--- config.mk ---
export PLATFORM = sky130hd
export DESIGN_NAME = gardner_loop_ctrl
export DESIGN_NICKNAME = d
export VERILOG_FILES = /design/src/rtl/gardner_pkg.sv /design/src/rtl/gardner_lock_det.sv /design/src/rtl/gardner_loop_ctrl.sv
export SDC_FILE = /design/constraint.sdc
export NUM_CORES = 1
export LEC_CHECK = 0
export CORE_UTILIZATION = 59
export CTS_BUF_LIST = sky130_fd_sc_hd__clkbuf_8
export DETAILED_ROUTE_END_ITERATION = 8
export MAX_ROUTING_LAYER = met4
export PLACE_DENSITY = 0.82
export SYNTH_ARGS = -nofsm -noshare
export SYNTH_HDL_FRONTEND = slang
export SYNTH_SLANG_ARGS = --single-unit
--- constraint.sdc ---
create_clock -name clk_32M768 -period 2.9 [get_ports clk_32M768]
set_clock_uncertainty 0.05 [all_clocks]
set_input_delay 0.58 -clock clk_32M768 [delete_from_list [all_inputs] [get_ports clk_32M768]]
set_output_delay 0.58 -clock clk_32M768 [all_outputs]
set_load 0.05 [all_outputs]
--- src/rtl/gardner_pkg.sv ---
// Shared state encoding, window classes and default loop constants for the Gardner timing-loop controller.
// Pure declarations and one combinational helper; no latency, no flow control.
package gardner_pkg;

  typedef enum logic [1:0] {
    ST_IDLE    = 2'd0,
    ST_ACQUIRE = 2'd1,
    ST_SETTLE  = 2'd2,
    ST_LOCKED  = 2'd3
  } gstate_e;

  typedef enum logic [1:0] {
    WIN_GOOD    = 2'd0,
    WIN_NEUTRAL = 2'd1,
    WIN_BAD     = 2'd2
  } wclass_e;

  localparam int WIN_LOG2_DEF    = 5;
  localparam int ACQ_SHIFT_DEF   = 4;
  localparam int MID_SHIFT_DEF   = 6;
  localparam int TRK_SHIFT_DEF   = 9;
  localparam int LOCK_THR_DEF    = 1024;
  localparam int UNLOCK_THR_DEF  = 3072;
  localparam int LOCK_CNT_DEF    = 4;
  localparam int LOSS_CNT_DEF    = 3;
  localparam int TIMEOUT_WIN_DEF = 64;
  localparam int SETTLE_CNT      = 2;

  // |x| in 15 bits; the one unrepresentable magnitude (-32768) saturates to 32767.
  function automatic logic [14:0] abs_sat(input logic signed [15:0] x);
    logic [15:0] u;
    u = x;
    if (!u[15])
      return u[14:0];
    else if (u[14:0] == 15'd0)
      return 15'h7FFF;
    else
      return ~u[14:0] + 15'd1;
  endfunction

endpackage

--- src/rtl/gardner_lock_det.sv ---
// Symbol-edge detect plus windowed mean of |error|; avg and win_done register one cycle after the closing strobe.
// No backpressure: strobes arriving while clr_win_i is high are discarded.
module gardner_lock_det
  import gardner_pkg::*;
#(
  parameter int WIN_LOG2 = WIN_LOG2_DEF
) (
  input  logic               clk_i,
  input  logic               rst_n_i,
  input  logic               clr_win_i,
  input  logic               clr_avg_i,
  input  logic               clk_out_i,
  input  logic signed [15:0] err_i,
  output logic [15:0]        avg_o,
  output logic               win_done_o
);

  localparam int AW = 15 + WIN_LOG2;

  logic                clk_out_q;
  logic                sym_stb;
  logic [WIN_LOG2-1:0] sym_cnt_q;
  logic [AW-1:0]       acc_q;
  logic [AW-1:0]       sum;
  logic [15:0]         avg_q;
  logic                win_done_q;

  assign sym_stb = clk_out_i & ~clk_out_q;
  assign sum     = acc_q + AW'(abs_sat(err_i));

  always_ff @(posedge clk_i or negedge rst_n_i) begin
    if (!rst_n_i) begin
      clk_out_q  <= 1'b0;
      sym_cnt_q  <= '0;
      acc_q      <= '0;
      avg_q      <= '0;
      win_done_q <= 1'b0;
    end else begin
      clk_out_q  <= clk_out_i;
      win_done_q <= 1'b0;
      if (clr_avg_i)
        avg_q <= '0;
      if (clr_win_i) begin
        acc_q     <= '0;
        sym_cnt_q <= '0;
      end else if (sym_stb) begin
        // Last symbol of the window: publish the mean and restart.
        if (&sym_cnt_q) begin
          avg_q      <= 16'(sum >> WIN_LOG2);
          acc_q      <= '0;
          sym_cnt_q  <= '0;
          win_done_q <= 1'b1;
        end else begin
          acc_q     <= sum;
          sym_cnt_q <= sym_cnt_q + WIN_LOG2'(1);
        end
      end
    end
  end

  assign avg_o      = avg_q;
  assign win_done_o = win_done_q;

endmodule

--- src/rtl/gardner_loop_ctrl.sv ---
// Gardner loop-bandwidth FSM (IDLE/ACQUIRE/SETTLE/LOCKED); state updates on win_done, GARDNER_SHIFT one cycle later.
// No backpressure; GARDNER_ACQ_TIMEOUT_EN adds the ACQUIRE timeout that pulses loop_rst.
module gardner_loop_ctrl
  import gardner_pkg::*;
#(
  parameter int WIN_LOG2    = WIN_LOG2_DEF,
  parameter int ACQ_SHIFT   = ACQ_SHIFT_DEF,
  parameter int MID_SHIFT   = MID_SHIFT_DEF,
  parameter int TRK_SHIFT   = TRK_SHIFT_DEF,
  parameter int LOCK_THR    = LOCK_THR_DEF,
  parameter int UNLOCK_THR  = UNLOCK_THR_DEF,
  parameter int LOCK_CNT    = LOCK_CNT_DEF,
  parameter int LOSS_CNT    = LOSS_CNT_DEF,
  parameter int TIMEOUT_WIN = TIMEOUT_WIN_DEF
) (
  input  logic               clk_32M768,
  input  logic               rst_32M768,
  input  logic               enable,
  input  logic               clk_out,
  input  logic signed [15:0] error_n,
  output logic [3:0]         GARDNER_SHIFT,
  output logic               locked,
  output logic [1:0]         state,
  output logic [15:0]        err_avg,
  output logic               loop_rst
);

  if (UNLOCK_THR <= LOCK_THR || TIMEOUT_WIN < 1 || TIMEOUT_WIN > 65535) begin : g_cfg_err
    $error("gardner_loop_ctrl: UNLOCK_THR must exceed LOCK_THR and TIMEOUT_WIN must be 1..65535");
  end

  gstate_e     state_q;
  logic [7:0]  good_cnt_q;
  logic [7:0]  bad_cnt_q;
  logic        locked_q;
  logic [3:0]  shift_q;
  logic        win_done;
  logic [15:0] avg;
  logic        clr_win;
  wclass_e     wcls;

  function automatic logic [3:0] shift_of(input gstate_e s);
    case (s)
      ST_SETTLE: return 4'(MID_SHIFT);
      ST_LOCKED: return 4'(TRK_SHIFT);
      default:   return 4'(ACQ_SHIFT);
    endcase
  endfunction

  always_comb begin
    wcls = WIN_NEUTRAL;
    if (avg < 16'(LOCK_THR))
      wcls = WIN_GOOD;
    else if (avg >= 16'(UNLOCK_THR))
      wcls = WIN_BAD;
  end

`ifdef GARDNER_ACQ_TIMEOUT_EN
  logic [15:0] to_cnt_q;
  logic        loop_rst_q;
  assign loop_rst = loop_rst_q;
`else
  assign loop_rst = 1'b0;
`endif

  // The window keeps running across state changes; only stop and timeout discard it.
  assign clr_win = ~enable | (state_q == ST_IDLE) | loop_rst;

  always_ff @(posedge clk_32M768 or negedge rst_32M768) begin
    if (!rst_32M768) begin
      state_q    <= ST_IDLE;
      good_cnt_q <= '0;
      bad_cnt_q  <= '0;
      locked_q   <= 1'b0;
      shift_q    <= 4'(ACQ_SHIFT);
`ifdef GARDNER_ACQ_TIMEOUT_EN
      to_cnt_q   <= '0;
      loop_rst_q <= 1'b0;
`endif
    end else begin
      shift_q <= shift_of(state_q);
`ifdef GARDNER_ACQ_TIMEOUT_EN
      loop_rst_q <= 1'b0;
`endif
      if (!enable) begin
        state_q    <= ST_IDLE;
        good_cnt_q <= '0;
        bad_cnt_q  <= '0;
        locked_q   <= 1'b0;
`ifdef GARDNER_ACQ_TIMEOUT_EN
        to_cnt_q   <= '0;
`endif
      end else begin
        case (state_q)
          ST_IDLE: begin
            state_q    <= ST_ACQUIRE;
            good_cnt_q <= '0;
            bad_cnt_q  <= '0;
`ifdef GARDNER_ACQ_TIMEOUT_EN
            to_cnt_q   <= '0;
`endif
          end
          ST_ACQUIRE: begin
            if (win_done) begin
              if (wcls == WIN_GOOD && good_cnt_q == 8'(LOCK_CNT - 1)) begin
                state_q    <= ST_SETTLE;
                good_cnt_q <= '0;
`ifdef GARDNER_ACQ_TIMEOUT_EN
                to_cnt_q   <= '0;
`endif
              end else begin
                good_cnt_q <= (wcls == WIN_GOOD) ? good_cnt_q + 8'd1 : 8'd0;
`ifdef GARDNER_ACQ_TIMEOUT_EN
                if (to_cnt_q == 16'(TIMEOUT_WIN - 1)) begin
                  loop_rst_q <= 1'b1;
                  to_cnt_q   <= '0;
                  good_cnt_q <= '0;
                  bad_cnt_q  <= '0;
                end else begin
                  to_cnt_q <= to_cnt_q + 16'd1;
                end
`endif
              end
            end
          end
          ST_SETTLE: begin
            if (win_done) begin
              case (wcls)
                WIN_GOOD: begin
                  if (good_cnt_q == 8'(SETTLE_CNT - 1)) begin
                    state_q    <= ST_LOCKED;
                    locked_q   <= 1'b1;
                    good_cnt_q <= '0;
                  end else begin
                    good_cnt_q <= good_cnt_q + 8'd1;
                  end
                end
                WIN_BAD: begin
                  state_q    <= ST_ACQUIRE;
                  good_cnt_q <= '0;
                end
                default: good_cnt_q <= '0;
              endcase
            end
          end
          ST_LOCKED: begin
            if (win_done) begin
              if (wcls == WIN_BAD) begin
                if (bad_cnt_q == 8'(LOSS_CNT - 1)) begin
                  state_q   <= ST_ACQUIRE;
                  locked_q  <= 1'b0;
                  bad_cnt_q <= '0;
                end else begin
                  bad_cnt_q <= bad_cnt_q + 8'd1;
                end
              end else begin
                bad_cnt_q <= '0;
              end
            end
          end
        endcase
      end
    end
  end

  gardner_lock_det #(
    .WIN_LOG2(WIN_LOG2)
  ) u_lock_det (
    .clk_i     (clk_32M768),
    .rst_n_i   (rst_32M768),
    .clr_win_i (clr_win),
    .clr_avg_i (~enable),
    .clk_out_i (clk_out),
    .err_i     (error_n),
    .avg_o     (avg),
    .win_done_o(win_done)
  );

  assign state         = state_q;
  assign GARDNER_SHIFT = shift_q;
  assign locked        = locked_q;
  assign err_avg       = avg;

endmodule

==> results of run 1 <==
## metal layers
metal / wire length, um / GRT usage
met5: 0 / -
met4: 1201 / 0.2846
met3: 1292 / 0.08765
met1: 5329 / 0.4187
met2: 7383 / 0.6920
## kinds of logic after synthesis
kind of cell               synth area share
and+or+nand+nor                      0.1942
AOI/OAI and AO/OA                    0.2396
DFF                                  0.3743
buffers and inverters               0.03538
adders and majority gates           0.08803
xor gates and xnor gates            0.05840
muxes                              0.009206
other                             0.0008622
## cell type report
type	count	area [sq um]	area share
clock buffers	10	137.6	0.02234
clock inverters	5	25.02	0.004061
inverters	16	60.06	0.009746
multi-input cells	389	3075	0.4991
flip-flops and latches	65	1628	0.2642
well taps	96	120.1	0.01949
repair buffers	133	1116	0.1811
## critical path: cells and delay by family
family          cells  cell delay (ns)
compound gates      6             1.28
simple gates        5             1.30
fa+ha+maj           1             0.21
buf+inv             4             0.58
## worst max-delay path by stage
stage	from	end	slack [ns]	cells past startpoint
final	error_n[8]	u_lock_det.avg_o[11]	-0.88	16
after CTS	error_n[8]	u_lock_det.avg_o[9]	-0.59	15
after global routing	error_n[8]	u_lock_det.avg_o[7]	-0.98	17
after floorplan	error_n[7]	u_lock_det.avg_o[14]	-0.69	13
after detailed placement	error_n[7]	u_lock_det.avg_o[14]	-1.38	14
after global placement	error_n[7]	u_lock_det.avg_o[14]	-1.22	14
## sequential cells by signal, summed over array words and instances, names as in the netlist
name                   cells
GARDNER_SHIFT              3
bad_cnt_q                  8
good_cnt_q                 8
locked                     1
state                      2
u_lock_det.acc_q          20
u_lock_det.avg_o          16
u_lock_det.clk_out_q       1
u_lock_det.sym_cnt_q       5
u_lock_det.win_done_o      1
## where the power goes
part	internal, mW	leakage (nW)	switching (mW)
Combinational	0.437	1.78	0.608
Clock	0.319	0.0905	0.352
Sequential	0.940	0.898	0.0442
Total	1.70	2.77	1.00
## metrics by stage
step           hold slack [ns]  total power, mW  worst slack, ns  cells
2_1_floorplan           0.2344            1.516          -0.6865    493
3_3_place_gp            0.4070            1.812           -1.217    679
3_5_place_dp            0.4400            1.837           -1.377    679
4_1_cts                 0.3840            2.581          -0.5927    712
5_1_grt                 0.4208            2.799          -0.9836    714
6_report                0.3444            2.700          -0.8797    714
## placed cells by master, fill, tap and decap left out, types with 3 or more instances in the layout
cell                              synthesis  layout
sky130_fd_sc_hd__a21o_1                  10      10
sky130_fd_sc_hd__nand3b_1                 3       3
sky130_fd_sc_hd__or3_1                    7       6
sky130_fd_sc_hd__ha_4                     0      11
sky130_fd_sc_hd__nor2b_1                  4       4
sky130_fd_sc_hd__nor3_1                   9       6
sky130_fd_sc_hd__nor2_1                  22      19
sky130_fd_sc_hd__nand4_1                  7       7
sky130_fd_sc_hd__dlygate4sd2_1            0       5
sky130_fd_sc_hd__a22o_1                  10      10
sky130_fd_sc_hd__o31ai_1                  9       8
sky130_fd_sc_hd__o21ai_1                  4      17
sky130_fd_sc_hd__clkdlybuf4s50_1          0      33
sky130_fd_sc_hd__o211ai_1                 5       5
sky130_fd_sc_hd__a211o_1                  3       3
sky130_fd_sc_hd__mux2i_1                  4       4
sky130_fd_sc_hd__ha_1                    29      18
sky130_fd_sc_hd__inv_1                   15      16
sky130_fd_sc_hd__nand3_1                 20      19
sky130_fd_sc_hd__a31oi_1                 12      10
sky130_fd_sc_hd__a211oi_1                 6       3
sky130_fd_sc_hd__o21ai_0                 48      28
sky130_fd_sc_hd__a21oi_1                 17      11
sky130_fd_sc_hd__o21ai_2                  0       6
sky130_fd_sc_hd__buf_6                    0       9
sky130_fd_sc_hd__nand2_1                 62      54
sky130_fd_sc_hd__xor2_2                   0       3
sky130_fd_sc_hd__clkbuf_8                 0      10
sky130_fd_sc_hd__a21oi_2                  0       6
sky130_fd_sc_hd__or4_1                    5       4
sky130_fd_sc_hd__buf_4                    2      84
sky130_fd_sc_hd__nand2_4                  0       3
sky130_fd_sc_hd__xnor2_1                 10       7
sky130_fd_sc_hd__and3_1                   8       7
sky130_fd_sc_hd__xor2_1                  19      16
sky130_fd_sc_hd__dfrtp_1                 64      64
sky130_fd_sc_hd__nand2_2                  0       5
sky130_fd_sc_hd__nand2b_1                 6       6
## synth_stat cells, types with 12 or more instances
master / number / area, sq um
sky130_fd_sc_hd__a21oi_1: 17 / 85.08
sky130_fd_sc_hd__a31oi_1: 12 / 75.07
sky130_fd_sc_hd__clkbuf_1: 19 / 71.32
sky130_fd_sc_hd__dfrtp_1: 64 / 1602
sky130_fd_sc_hd__ha_1: 29 / 362.9
sky130_fd_sc_hd__inv_1: 15 / 56.30
sky130_fd_sc_hd__nand2_1: 62 / 232.7
sky130_fd_sc_hd__nand3_1: 20 / 100.1
sky130_fd_sc_hd__nor2_1: 22 / 82.58
sky130_fd_sc_hd__o21ai_0: 48 / 240.2
sky130_fd_sc_hd__xor2_1: 19 / 166.4
## what timing repair did
| action | in CTS | in global routing |
|---|---|---|
| setup endpoints to repair | 34 | 33 |
| setup buffers | 19 | 2 |
| pin swaps | 38 | 10 |
| resized for setup | 76 | 20 |
==> results.md, run 1 <==
Pwr:
- The static leakage power is 2.770 nW.
- The maximum vdd ir drop is roughly 250 uV.
- The total power divided by cell area is roughly 440 mW/mm^2.

STA:
- Headroom to the max-slew limit came out at 0.4613.
- In the final timing run, aggregate negative setup slack is -20.84 ns.
- The highest attainable clock frequency is 264.6 MHz.
- The final count of pins violating max slew is 0.
- For the pin with the worst max-slew slack, the measured transition is 0.8081 ns.
- The share of the clock period used by the worst path after layout is 1.303.
- Subtracting the final worst setup slack from the clock period gives 3.780 ns.
- The total setup violations reported at the end of the flow is 31.
- The post-route worst setup slack is -0.8797 ns.
- Setup repair after global routing could not meet its margin everywhere.
- The final count of hold timing violations is 0.

Setup path:
- The worst setup path is captured at a flop.
- Of all nets on the critical path, the largest fanout is 3.
- Data on the critical path arrives at its endpoint at 3.96 ns.
- In this run the critical register-to-register path is launched from u_lock_det.sym_cnt_q[0].
- On the worst path, the slowest cell contributes a delay of 0.52 ns.
- The worst-case register-to-register setup slack is 0.31 ns.
- The endpoint identified for the worst register-to-register timing path is u_lock_det.sym_cnt_q[3].
- The slowest stage of the critical path belongs to the cell sky130_fd_sc_hd__or4_4.
- Traced cell by cell, the critical path runs through buf_6 -> or3_4 -> or4_4 -> nor3_4 -> nand3b_1 -> buf_6 -> buf_4 -> nand2_4 -> ha_4 -> a21oi_2 -> o211ai_1 -> buf_4 -> a21o_1 -> a311o_1 -> o21ai_1 -> a211oi_1.
- The element type at the critical path start is an input pin.
- The worst reg-to-reg path cell count is 8.
- STA puts the critical path data required time at 3.08 ns.
- The worst setup path is of the in2reg kind.

Clock tree:
- The number of H-tree levels is 3.
- The clock latency on the worst-skew pair is ~0.35 ns.
- In this run the deepest clock path goes through 2 buffers.
- Clock-pin slew was measured on the worst setup and hold paths at 0.07 ns.
- The number of buffers inserted for hold repair after clock tree synthesis is 0.
- TritonCTS built the clock tree.
- CTS placed an instance of sky130_fd_sc_hd__clkbuf_8 at the clock tree root.
- The number of buffers inserted during clock tree synthesis is 9.
- The clock net sink count is between 60 and 70.

Final layout:
- The number of filler instances in the final layout is 311.
- Of the cells placed in the final design, the portion with a size suffix greater than 1 is 0.2994.
- After the last flow step, the layout net total stands at 664.
- The repair_antennas step left the layout with diodes totalling 0.
- Once layout is done, the placed cells without fillers occupy 0.006162 sq mm.
- From synthesis to final layout, the design area changed by 41.69%.
- The final cell utilization of the core is 0.8874.

GRT:
- Global routing finished with a remaining overflow of 0.
- The initial antenna violation count is 0.
- The via count of the first global-routing pass is 4,741.
- The first global-routing pass estimated 22,950 um of wire.
- Entering global routing, the biggest net connects 66 pins.
- In the global route stage, overall resource usage came out at 0.4076.

Detailed routing:
- For this run, the detailed router's first-pass iteration total came to 7.
- The via count is 4,824.
- The DRC violation count after routing is 0.
- The wire length reported by the detailed router is 15,210 um.
- Dividing the detail-routed via count by the number of cells gives 6.756.
- After detailed routing, the average wire length per cell comes to 21.30 um.
- The violation count after the first detailed-routing iteration is 565.
- The remaining number of nets flagged by the antenna check after routing is 0.

Die:
- For this design the top-level I/O count stands at 44.
- Measured along the y axis, the die boundary spans approximately 90 um.
- The standard cell core area is slightly below 0.007 sq mm.
- The floorplan die area is around 0.0077 sq mm.
- The placement row count is 30.
- From left edge to right edge, the die measures 87.86 um.
- For this configuration, the core starts out at a cell density of 0.6263.

Yosys:
- The cell area after synthesis is 0.004349 sq mm.
- Counting flops with a built-in enable in the synthesized netlist gives 0.
- Counting flops with an async set or reset pin after synthesis yields a share of 1.000.
- The Yosys step of the flow raised 0 warnings.
- The total nets after synthesis is around 540.
- The post-synthesis sequential element count is 65.
- The primary flip-flop cell chosen by synthesis mapping is sky130_fd_sc_hd__dfrtp_1.
- Of the synthesized area, sequential elements account for 0.3743.
- The number of standard cells after synthesis is 493.
- The number of distinct library cell variants in the gate-level netlist after synthesis is 64.
- The average instance in the mapped netlist occupies 8.822 sq um.

Place:
- Port buffering added 42 buffers.
- The placed instances occupy a cell area of 0.005470 sq mm.
- Routability-driven placement finished with a final weighted congestion of 0.9310.
- The detailed-placement wirelength estimate is 8688 um.

Run:
- The max capacitance violation total is 0.

Min path:
- The tightest min-delay check is of the in2async type.

Run status:
- The final reports fail on negative setup slack.
- The run finished, with violations left.
Power figures use the tool's default switching activity.
==> run 2, diff against run 1 <==
--- a/config.mk
+++ b/config.mk
@@ -5,11 +5,10 @@
 export SDC_FILE = /design/constraint.sdc
 export NUM_CORES = 1
 export LEC_CHECK = 0
-export CORE_UTILIZATION = 59
+export CORE_UTILIZATION = 40
 export CTS_BUF_LIST = sky130_fd_sc_hd__clkbuf_8
 export DETAILED_ROUTE_END_ITERATION = 8
 export MAX_ROUTING_LAYER = met4
-export PLACE_DENSITY = 0.82
 export SYNTH_ARGS = -nofsm -noshare
 export SYNTH_HDL_FRONTEND = slang
 export SYNTH_SLANG_ARGS = --single-unit
==> results.md, run 2 (same netlist as run 1, synthesis figures left out) <==
Run status:
- The flow ran to the end, but the final reports show violations.
- The final reports fail on negative setup slack.

Clock tree:
- The deepest clock path buffer count is 2.
- The clock tree from TritonCTS is done.
- At the later pin of the worst-skew pair, clock insertion delay measures roughly 0.35 ns.
- After clock tree synthesis, the flow added hold-fix buffers numbering 0.
- TritonCTS created 9 clock buffers.
- The cell sitting at the root of the clock tree is a sky130_fd_sc_hd__clkbuf_8.
- After clock tree synthesis, the clock-pin slew on the worst setup and hold paths is 0.07 ns.
- The number of H-tree levels is 3.
- For this design, the sink count on the clock tree is 65.

Detailed routing:
- The violation count after the first detailed-routing iteration is 179.
- The count of nets left with antenna violations once routing finished came out at 0.
- In the final routed layout, each cell accounts on average for 16.07 um.
- Across all layers, the routed design uses 4,187 vias.
- The DRC violation count after routing is 0.
- Summed over all layers, the routed wires come to 12,120 um.
- Dividing the detail-routed via count by the number of cells gives 5.553.
- The first TritonRoute pass finished after 4 iterations.

Die:
- The die covers 0.01129 sq mm.
- The total I/O pin count is 44.
- The height of the chip is ~110 um.
- The standard cell core area is 0.01042 sq mm.
- The overall die width is 106.3 um.
- The placement row count is 37.
- The initial utilization of the core area, before any placement, comes to 0.4175.

Place:
- The number of placed instances, taps included, is slightly above 700.
- Routability-driven placement finished with a final weighted congestion of 0.8700.
- The number of port buffers is 42.
- Once detailed placement completed, the half-perimeter wirelength came to 8424 um.

GRT:
- The initial antenna violation count is 0.
- The wire length of the first global-routing pass is approximately 20,000 um.
- The total congestion overflow after global routing is 0.
- The maximum number of pins on one net before global-route repair is 66.
- The overall track demand over capacity in global routing is 0.2273.
- The via count of the first global-routing pass is 4,189.

Setup path:
- The largest individual stage delay along the critical path comes from the cell sky130_fd_sc_hd__or4_4.
- The category of the most critical setup path is in2reg.
- In this run the worst path has a maximum fanout of 4.
- STA classifies the critical path endpoint as a flop.
- For the worst setup path, the data arrival time is 3.71 ns.
- The gate family responsible for the most delay along the worst path is simple AND/OR/NAND/NOR gates.
- The critical path contains buffers and inverters numbering 3 combined.
- The critical path goes through buf_6 -> or3_4 -> or4_4 -> nor3_4 -> nand3b_1 -> nand2_1 -> ha_2 -> inv_2 -> fa_2 -> nand4b_1 -> o211ai_1 -> a21oi_2 -> buf_4 -> o22ai_4 -> o21ai_1 -> a22o_1.
- In this design, the stage delay of the slowest critical-path cell is 0.44 ns.
- The required arrival time at the worst endpoint is 3.09 ns.
- The worst setup path is launched from an input pin.

Final layout:
- Relative to the synthesized area, the layout overhead comes to 47.24%.
- The number of antenna cells inserted is 0.
- The net count of the finished layout is 663.
- The flip-flop count of the largest register, all copies and words added is 20.
- Counting flops per register, the top entry is u_lock_det.acc_q.
- The filler-free cell count of the finished design is 754.
- The library cells used most frequently in the layout, excluding fill and tap cells, are sky130_fd_sc_hd__buf_4 (77), sky130_fd_sc_hd__dfrtp_1 (64), sky130_fd_sc_hd__nand2_1 (52).
- The number of filler instances in the final layout is 880.
- In the final layout, the share of cells above drive strength 1 is 0.3285.
- Leaving out fill and tap cells, the most frequent cell in the layout is sky130_fd_sc_hd__buf_4.

Pwr:
- In this run the static leakage power is 2.818 nW.
- Overall power consumption after layout is estimated at 2.826 mW.
- IR analysis of the VDD net gives a maximum drop of 289.5 uV.
- The total power divided by cell area is 441.2 mW/mm^2.

STA:
- The worst hold margin is 0.1923 ns.
- The transition time of the tightest slew-check pin is 0.5116 ns.
- The post-route worst setup slack is -0.6230 ns.
- Summed over all failing endpoints, the final setup total negative slack is -14.78 ns.
- Setup repair after global routing could not meet its margin everywhere.
- The highest attainable clock frequency is roughly 280 MHz.
- Subtracting the final worst setup slack from the clock period gives 3.523 ns.
- The final count of pins violating max slew is 0.
- Setup violations remaining at the end of the flow were counted as 30.
- The final count of hold timing violations is 0.
- The relative slew slack is 0.6560.
- In the finished design, the share of the clock period the worst path needs comes to 1.215.

Min path:
- The path category of the worst min-delay check is in2async.

Run:
- The max capacitance violation total is 0.
run 2: cell count changes in the layout (fill, tap and decap cells not counted), sizes merged:
cell,delta
dlygate4sd2,-5
dlymetal6s2s,+3
bufinv,+2
clkdlybuf4s50,+2
buf,-1
clkbuf,-1
clkinv,+1
inv,-1
run 2: repair_timing:
item,CTS,global route
pin swaps,49,48
gates cloned,1,0
endpoints found under the setup margin,34,32
hold endpoints to repair,0,0
buffers inserted,15,5
gates resized for setup,78,44
run 2: worst reg2reg max path: cells and delay by family (launching register included):
| family | cells | cell delay (ns) |
|---|---|---|
| adder cells (fa/ha/maj) | 1 | 0.14 |
| AND/OR/NAND/NOR | 3 | 1.15 |
| flip-flops | 1 | 0.41 |
| buffers and inverters | 1 | 0.07 |
| AO/OA/AOI/OAI | 3 | 0.50 |
run 2: per-layer routing:
layer	global-route usage	vias to the layer above	routed length [um]
li1	-	2057	-
met1	0.2587	2030	5286
met2	0.4031	89	6263
met3	0.03740	11	442
met4	0.07837	0	126
met5	-	-	0
run 2: final timing paths:
check	from	to	slack, ns	cells past startpoint
min in group clk_32M768	u_lock_det.sym_cnt_q[3]	u_lock_det.sym_cnt_q[3]	0.43	1
max reg2reg	bad_cnt_q[0]	state[0]	0.53	8
max	error_n[9]	u_lock_det.acc_q[18]	-0.62	16
min reg2reg	u_lock_det.sym_cnt_q[3]	u_lock_det.sym_cnt_q[3]	0.43	1
max in group asynchronous	rst_32M768	GARDNER_SHIFT[2]	2.31	2
min	rst_32M768	bad_cnt_q[3]	0.19	2
run 2: layout make-up:
| cell class | instances | area, sq um | area share |
|---|---|---|---|
| tap | 136 | 170.2 | 0.02657 |
| multi-input combinational | 389 | 3188 | 0.4979 |
| clock buffer | 9 | 123.9 | 0.01934 |
| inverter | 16 | 60.06 | 0.009379 |
| clock inverter | 7 | 86.33 | 0.01348 |
| timing repair buffer | 132 | 1147 | 0.1792 |
| sequential | 65 | 1628 | 0.2542 |
run 2: through the flow:
| step | utilization | worst slack (ns) | area (sq um) |
|---|---|---|---|
| 3_5_place_dp | 0.5326 | -1.356 | 5548 |
| 4_1_cts | 0.5959 | -0.7173 | 6207 |
| 3_3_place_gp | 0.5326 | -1.279 | 5548 |
| 6_report | 0.6148 | -0.6230 | 6404 |
| 5_1_grt | 0.6148 | -0.7602 | 6404 |
| 2_1_floorplan | - | -0.6865 | 4508 |
run 2: power breakdown:
part / switching, mW / leakage (nW) / internal [mW] / total (mW)
combinational: 0.563 / 1.81 / 0.439 / 1.00
sequential: 0.0428 / 0.898 / 0.939 / 0.982
clock: 0.366 / 0.110 / 0.476 / 0.842
total: 0.971 / 2.82 / 1.85 / 2.83
